--- config.mk ---
export PLATFORM = sky130hd
export DESIGN_NAME = addsub_accum
export DESIGN_NICKNAME = d
export VERILOG_FILES = /design/src/rtl/addsub_accum.sv
export SDC_FILE = /design/constraint.sdc
export NUM_CORES = 1
export LEC_CHECK = 0
export ABC_AREA = 0
export CORE_AREA = 4 4 163 165
export DETAILED_ROUTE_END_ITERATION = 16
export DIE_AREA = 0 0 167 169
export HOLD_SLACK_MARGIN = 0.03
export SKIP_LAST_GASP = 1
export SLEW_MARGIN = 20
export SYNTH_ARGS = -nofsm -noshare
export SYNTH_HDL_FRONTEND = slang
export SYNTH_SLANG_ARGS = --single-unit
--- constraint.sdc ---
create_clock -name clk -period 6.7 [get_ports clk]
set_input_delay 1.005 -clock clk [delete_from_list [all_inputs] [get_ports clk]]
set_output_delay 1.005 -clock clk [all_outputs]
set_load 0.03 [all_outputs]
--- src/rtl/addsub_accum.sv ---
// Packet accumulator behind the 36-bit add/sub datapath: sums per-beat a+b / a-b
// over a packet and hands off total, beat count and sticky signed overflow.
// Optional clamp-on-overflow arithmetic is enabled by defining ADDSUB_ACCUM_SAT_EN.
//
// state  | meaning
// S_IDLE | no packet in progress, accumulator empty
// S_ACC  | packet in progress, acc/cnt/ovf hold partial result
// S_OUT  | packet result held on out_*, waiting for out_ready
module addsub_accum #(
    parameter int WIDTH = 36,
    parameter int CNT_W = 8
) (
    input  logic             clk,
    input  logic             reset,
    input  logic             in_valid,
    output logic             in_ready,
    input  logic [WIDTH-1:0] in_a,
    input  logic [WIDTH-1:0] in_b,
    input  logic             in_add,
    input  logic             in_last,
    output logic             out_valid,
    input  logic             out_ready,
    output logic [WIDTH-1:0] out_sum,
    output logic [CNT_W-1:0] out_count,
    output logic             out_ovf
);

    typedef enum logic [1:0] {S_IDLE, S_ACC, S_OUT} state_t;

    localparam logic [WIDTH-1:0] SMAX = {1'b0, {(WIDTH-1){1'b1}}};
    localparam logic [WIDTH-1:0] SMIN = {1'b1, {(WIDTH-1){1'b0}}};

    state_t           r_state;
    state_t           w_state_nxt;
    logic [WIDTH-1:0] r_acc;
    logic [CNT_W-1:0] r_cnt;
    logic             r_ovf;
    logic [WIDTH-1:0] r_out_sum;
    logic [CNT_W-1:0] r_out_count;
    logic             r_out_ovf;

    logic             w_accept;
    logic [WIDTH-1:0] w_b_op;
    logic [WIDTH-1:0] w_r_wrap;
    logic [WIDTH-1:0] w_r;
    logic             w_op_ovf;
    logic [WIDTH-1:0] w_nacc_raw;
    logic             w_acc_ovf;
    logic             w_beat_ovf;
    logic [WIDTH-1:0] w_nacc;
    logic [CNT_W-1:0] w_cnt_nxt;

    // Subtraction as a + ~b + 1 shares one adder with addition.
    assign w_b_op   = in_add ? in_b : ~in_b;
    assign w_r_wrap = in_a + w_b_op + {{(WIDTH-1){1'b0}}, ~in_add};
    assign w_op_ovf = (in_a[WIDTH-1] == w_b_op[WIDTH-1]) && (w_r_wrap[WIDTH-1] != in_a[WIDTH-1]);

`ifdef ADDSUB_ACCUM_SAT_EN
    logic [WIDTH+1:0] w_b_ext;
    logic [WIDTH+1:0] w_total;

    // An overflowing beat's true result always carries the sign of a.
    assign w_r     = w_op_ovf ? (in_a[WIDTH-1] ? SMIN : SMAX) : w_r_wrap;
    assign w_b_ext = {{2{in_b[WIDTH-1]}}, in_b};
    assign w_total = {{2{r_acc[WIDTH-1]}}, r_acc} + {{2{in_a[WIDTH-1]}}, in_a}
                   + (in_add ? w_b_ext : (~w_b_ext + {{(WIDTH+1){1'b0}}, 1'b1}));
    assign w_nacc  = w_beat_ovf ? (w_total[WIDTH+1] ? SMIN : SMAX) : w_nacc_raw;
`else
    assign w_r     = w_r_wrap;
    assign w_nacc  = w_nacc_raw;
`endif

    assign w_nacc_raw = r_acc + w_r;
    assign w_acc_ovf  = (r_acc[WIDTH-1] == w_r[WIDTH-1]) && (w_nacc_raw[WIDTH-1] != r_acc[WIDTH-1]);
    assign w_beat_ovf = w_op_ovf | w_acc_ovf;
    assign w_cnt_nxt  = (&r_cnt) ? r_cnt : r_cnt + {{(CNT_W-1){1'b0}}, 1'b1};

    always_ff @(posedge clk) begin
        if (reset) r_state <= S_IDLE;
        else       r_state <= w_state_nxt;
    end

    always_comb begin
        w_state_nxt = r_state;
        if (w_accept)
            w_state_nxt = in_last ? S_OUT : S_ACC;
        else if (r_state == S_OUT && out_ready)
            w_state_nxt = S_IDLE;
    end

    always_comb begin
        in_ready  = (r_state != S_OUT) | out_ready;
        out_valid = (r_state == S_OUT);
        w_accept  = in_valid & in_ready;
    end

    // Internal acc/cnt/ovf are zero outside S_ACC, so a fresh packet uses the same update path.
    always_ff @(posedge clk) begin
        if (reset) begin
            r_acc       <= '0;
            r_cnt       <= '0;
            r_ovf       <= 1'b0;
            r_out_sum   <= '0;
            r_out_count <= '0;
            r_out_ovf   <= 1'b0;
        end else if (w_accept) begin
            if (in_last) begin
                r_out_sum   <= w_nacc;
                r_out_count <= w_cnt_nxt;
                r_out_ovf   <= r_ovf | w_beat_ovf;
                r_acc       <= '0;
                r_cnt       <= '0;
                r_ovf       <= 1'b0;
            end else begin
                r_acc <= w_nacc;
                r_cnt <= w_cnt_nxt;
                r_ovf <= r_ovf | w_beat_ovf;
            end
        end
    end

    assign out_sum   = r_out_sum;
    assign out_count = r_out_count;
    assign out_ovf   = r_out_ovf;

endmodule

Word-level counts from Yosys, hierarchy flattened:

Index checks and enable logic that the tools add are counted.

* register bits: 92
* input bits: 78
* RAM bits: 0
* ROM bits: 0
* latch bits: 0
* memories kept: 0
* logic and storage cells: 37

* reductions and logical operators: 6
* order comparisons: 0
* multipliers: 0
* bitwise operators: 6
* muxes and demuxes: 8
* shifts and indexed selects: 0
* div/mod/pow operators: 0
* equal/unequal tests: 6
* $add $sub $neg: 4

Operators with widths (count)
* 36-bit adder: 2
* 36-bit 2-to-1 mux: 2
* 36-bit by 1-bit adder with 36-bit output: 1
* 36-bit NOT: 1
* 8-bit 2-to-1 mux: 2
* 8-bit by 1-bit adder with 8-bit output, second input constant: 1
* 8-bit AND reduction: 1
* 2-bit 2-to-1 mux: 3
* 1-bit logical AND: 3
* 1-bit OR: 3
* 1-bit == test: 2
* 2-bit == test, second input constant: 1
* 1-bit inequality test: 2
* 2-bit inequality test, second input constant: 1
* 2-bit AND reduction: 1
* 2-bit nonzero test: 1
* 1-bit bitwise AND: 1
* 1-bit 2-to-1 mux: 1
* 1-bit NOT: 1

Logic depth before layout (Yosys ltp):

* word-level depth: 10
* mapped depth: 23
* mapped depth without buffers: 22

Worst setup path after synthesis:

Ideal clock, no wire load.

* path kind: input port to flip-flop
* start point: in in_add
* end point: reg r_out_sum[35], in the netlist out_sum[35]
* cell stages on the path: 22
* data arrival time: 6.076 ns
* path buffers: 3
* library setup time: 0.062 ns
* setup slack: 0.562 ns
* path through: clkbuf_1 -> clkbuf_1 -> xnor2_1 -> ha_1 -> o21a_1 -> o21ai_0 -> o31ai_1 -> a31o_1 -> a221o_1 -> o21ai_1 -> nand2b_1 -> a211oi_2 -> xnor2_1 -> ha_1 -> clkbuf_1 -> nand3_1 -> or3_1 -> a211oi_2 -> o311ai_2 -> and3_1 -> or4_1 -> nand3_1

* longest elaborated chain between the ends: 4
* elaborated cells between the ends (all ways): 5
* classes of those cells: add/sub (3); mux (1); bitwise (1)

Ends and longest elaborated chain
* from (decl): RTL line 19 `input logic in_add,`
* 36-bit 2-to-1 mux: RTL line 54 `assign w_b_op = in_add ? in_b : ~in_b;`
* 36-bit adder: RTL line 55 `assign w_r_wrap = in_a + w_b_op + {{(WIDTH-1){1'b0}}, ~in_add};`
* 36-bit by 1-bit adder with 36-bit output (*): RTL line 55
* 36-bit adder (*): RTL line 73 `assign w_nacc_raw = r_acc + w_r;`
* to (signal assigned): RTL line 108 `r_out_sum <= w_nacc;`
* to (decl): RTL line 38 `logic [WIDTH-1:0] r_out_sum;`

Every way passes the cells marked *; elsewhere a longest branch is shown, timed or not.
A chain may end at the register's enable or synchronous reset.

Final worst setup path:

* start point: in in_b[0]
* end point: reg r_out_sum[35], in the netlist out_sum[35]

* longest elaborated chain between the ends: 5

Ends and longest elaborated chain
* from (decl): RTL line 18 `input logic [WIDTH-1:0] in_b,`
* 36-bit NOT: RTL line 54
* 36-bit 2-to-1 mux (*): RTL line 54
* 36-bit adder (*): RTL line 55
* 36-bit by 1-bit adder with 36-bit output (*): RTL line 55
* 36-bit adder (*): RTL line 73

Marked as above.

==> flow_summary.yaml <==
worst_setup_path:
  cp_max_fo: 7
  cp.arrival_ns: 6.48
  path_class: "input pin to register"
  required_ns: 6.99
  worstSetupStartpointType: "input pin"
  critPathCaptureType: "register"
finish:
  num-fill-cells: 2642
  fin_cells: 1416
  area_delta_synth_final_pct: 26.0
  drive_gt1_frac: 0.0424
  layout_common_cells: "122 x clkdlybuf4s50_1, 115 x a21oi_1, 108 x nand2_1"
  diodes: 0
  postLayoutCoreUtil: 0.376
  nNetsFinal: 1232
  layout_commonest_cell: "clkdlybuf4s50_1"
timing:
  fin_skew_ns: 0.00881
  max_freq_mhz: 162
  worst_pin_slew_ns: 0.897
  hold_violations: 0
  finalMaxSlewViolations: 0
  slew_headroom: 0.400
  finalCritPeriodShare: 0.923
  finalSetupViolCount: 0
  min_period_ns: 6.19
  setup_tns_ns: 0
  grt_setup_unrepaired: "no"
clock_tree:
  clock_latency_ns: 0.35
  post_cts_buffers: 0
  clk_pin_slew_worst_paths_ns: 0.07
  cts_resized: 0
  cts_hold_buf: 0
  cts_tree: "yes"
  clock_sinks: 92
  cts_max_level: 3
  cts-root-buf: "clkbuf_16"
  numCtsBuffers: 9
  clockBufferDepth: 2
detailed_routing:
  drt_wl_total_um: 21500
  drcViolationCount: 0
  dr.pass1.iters: 5
  viasPerCell: 5.18
  drt_iter0_drc: 393
  vias: 7328
  ant_nets: 0
  wl_per_cell_um: 15.2
global_route:
  globalRouteTotalUtil: 0.150
  antenna_found_initial: 0
  grt-ovfl-total: 0
  grt_max_degree: 79
  grt_first_pass_wirelength_um: 35500
  grt_pass1_vias: 7040
placed_design:
  io_buffers: 124
  gp_congestion: 0.904
  dp_cells: 1400
  dp_hpwl_um: 16900
floorplan:
  io_pins: 125
  dieArea_sq_um: 28200
  die_w_um: 167
  num_rows: 58
  die_y_um: 169
  initial_core_util: 0.299
  core_sq_um: 25000
synthesis:
  async_reset_ff_frac: 0
  synthFlopType: "dfxtp_1"
  ys_seq_elements: 92
  synth_area_sq_um: 7470
  yosysWarnings: 0
  syn_avg_cell_area_sq_um: 7.71
  synth_edf_count: 0
  synth.distinct_cells: 64
  synthCells: 969
  ys_seq_area_frac: 0.246
  synth_nets: 1120
hold_path:
  hold_class: "register to register"
power:
  pwr_density_cell_nw_per_um2: 263
  ir_worst_vdd_mv: 0.132
  leakagePower_nw: 3.76
status:
  outcome: "finished, final reports clean"
job:
  max-cap-violations: 0
==> area by class of cell <==
cell class                      count  area (sq um)  area share
Clock buffer                        9           225      0.0239
Clock inverter                      7          98.8      0.0105
Inverter                           22          82.6     0.00877
Multi-Input combinational cell    815          5400       0.573
Sequential cell                    92          1840       0.196
Tap cell                          330           413      0.0438
Timing Repair Buffer              141          1360       0.144
==> worst max-delay path, cell delays in order <==
cell	delay (ns)
clkdlybuf4s50_1	0.50
or2_1	0.13
nand2_1	0.08
fa_1	0.40
a21o_1	0.22
a2111oi_4	0.39
o31ai_1	0.18
a31o_1	0.27
a221o_1	0.44
o21ai_1	0.15
nand2b_1	0.11
a211oi_2	0.24
xnor2_1	0.12
ha_1	0.41
nand3_1	0.12
or3_1	0.36
a211oi_2	0.32
o311ai_2	0.23
and3_1	0.25
or4_1	0.47
nand3_1	0.09
==> state kept, by name, indices dropped and copies added, names as in the netlist <==
| signal | cells |
|---|---|
| out_count | 8 |
| out_ovf | 1 |
| out_sum | 36 |
| r_acc | 36 |
| r_cnt | 8 |
| r_ovf | 1 |
| r_state | 2 |
==> per-stage QoR <==
step / total power, mW / worst slack (ns) / hold slack, ns / area (sq um)
after floorplan: 1.55 / 0.562 / 0.432 / 7470
after global placement: 1.92 / 0.244 / 0.443 / 9090
after detailed placement: 1.92 / 0.172 / 0.447 / 9090
after CTS: 2.49 / 0.520 / 0.457 / 9420
after global routing: 2.67 / 0.199 / 0.477 / 9420
final: 2.48 / 0.513 / 0.454 / 9420
==> power breakdown <==
group          total, mW  switching, mW  internal [mW]
clock              0.563          0.234          0.330
combinational       1.27          0.734          0.532
sequential         0.649         0.0401          0.609
==> path summary, 6_finish.rpt <==
kind | from | endpoint | slack (ns) | cells past startpoint
setup / recovery | in_b[0] | out_sum[35] | 0.51 | 21
hold / removal | out_count[0] | out_count[0] | 0.45 | 2
setup reg to reg | r_acc[0] | r_acc[34] | 3.47 | 13
hold reg to reg | out_count[0] | out_count[0] | 0.45 | 2
==> cells in the mapped netlist, drive strengths merged, types with 16 or more instances <==
library cell  instances  area, sq um
nor2                 84          315
a211oi               18          155
nand3                33          165
dfxtp                92         1840
inv                  22         82.6
nor3                 27          135
o21a                 16          120
ha                   71          888
a21o                 31          233
nand2               108          405
xor2                 23          201
a22oi                25          188
xnor2                75          657
a21oi               115          576
o21ai                43          219
clkbuf               35          131
==> cells by family (layout without fill, tap and decap cells) <==
| family | count (synthesis) | count (layout) | synth area share |
|---|---|---|---|
| adders and majority gates | 73 | 73 | 0.124 |
| xor gates and xnor gates | 98 | 98 | 0.115 |
| DFF | 92 | 92 | 0.246 |
| muxes | 3 | 3 | 0.00419 |
| buffers and inverters | 62 | 179 | 0.0315 |
| AOI/OAI and AO/OA | 326 | 326 | 0.287 |
| and+or+nand+nor | 315 | 315 | 0.191 |
==> layer usage <==
metal  global-route usage  share of wire  up-vias
li1                     -              -     3761
met1                0.217           0.52     3388
met2                0.236           0.43      160
met3               0.0199          0.037       19
met4               0.0370          0.014        0
met5                    0              0        -
Power figures use the tool's default switching activity.
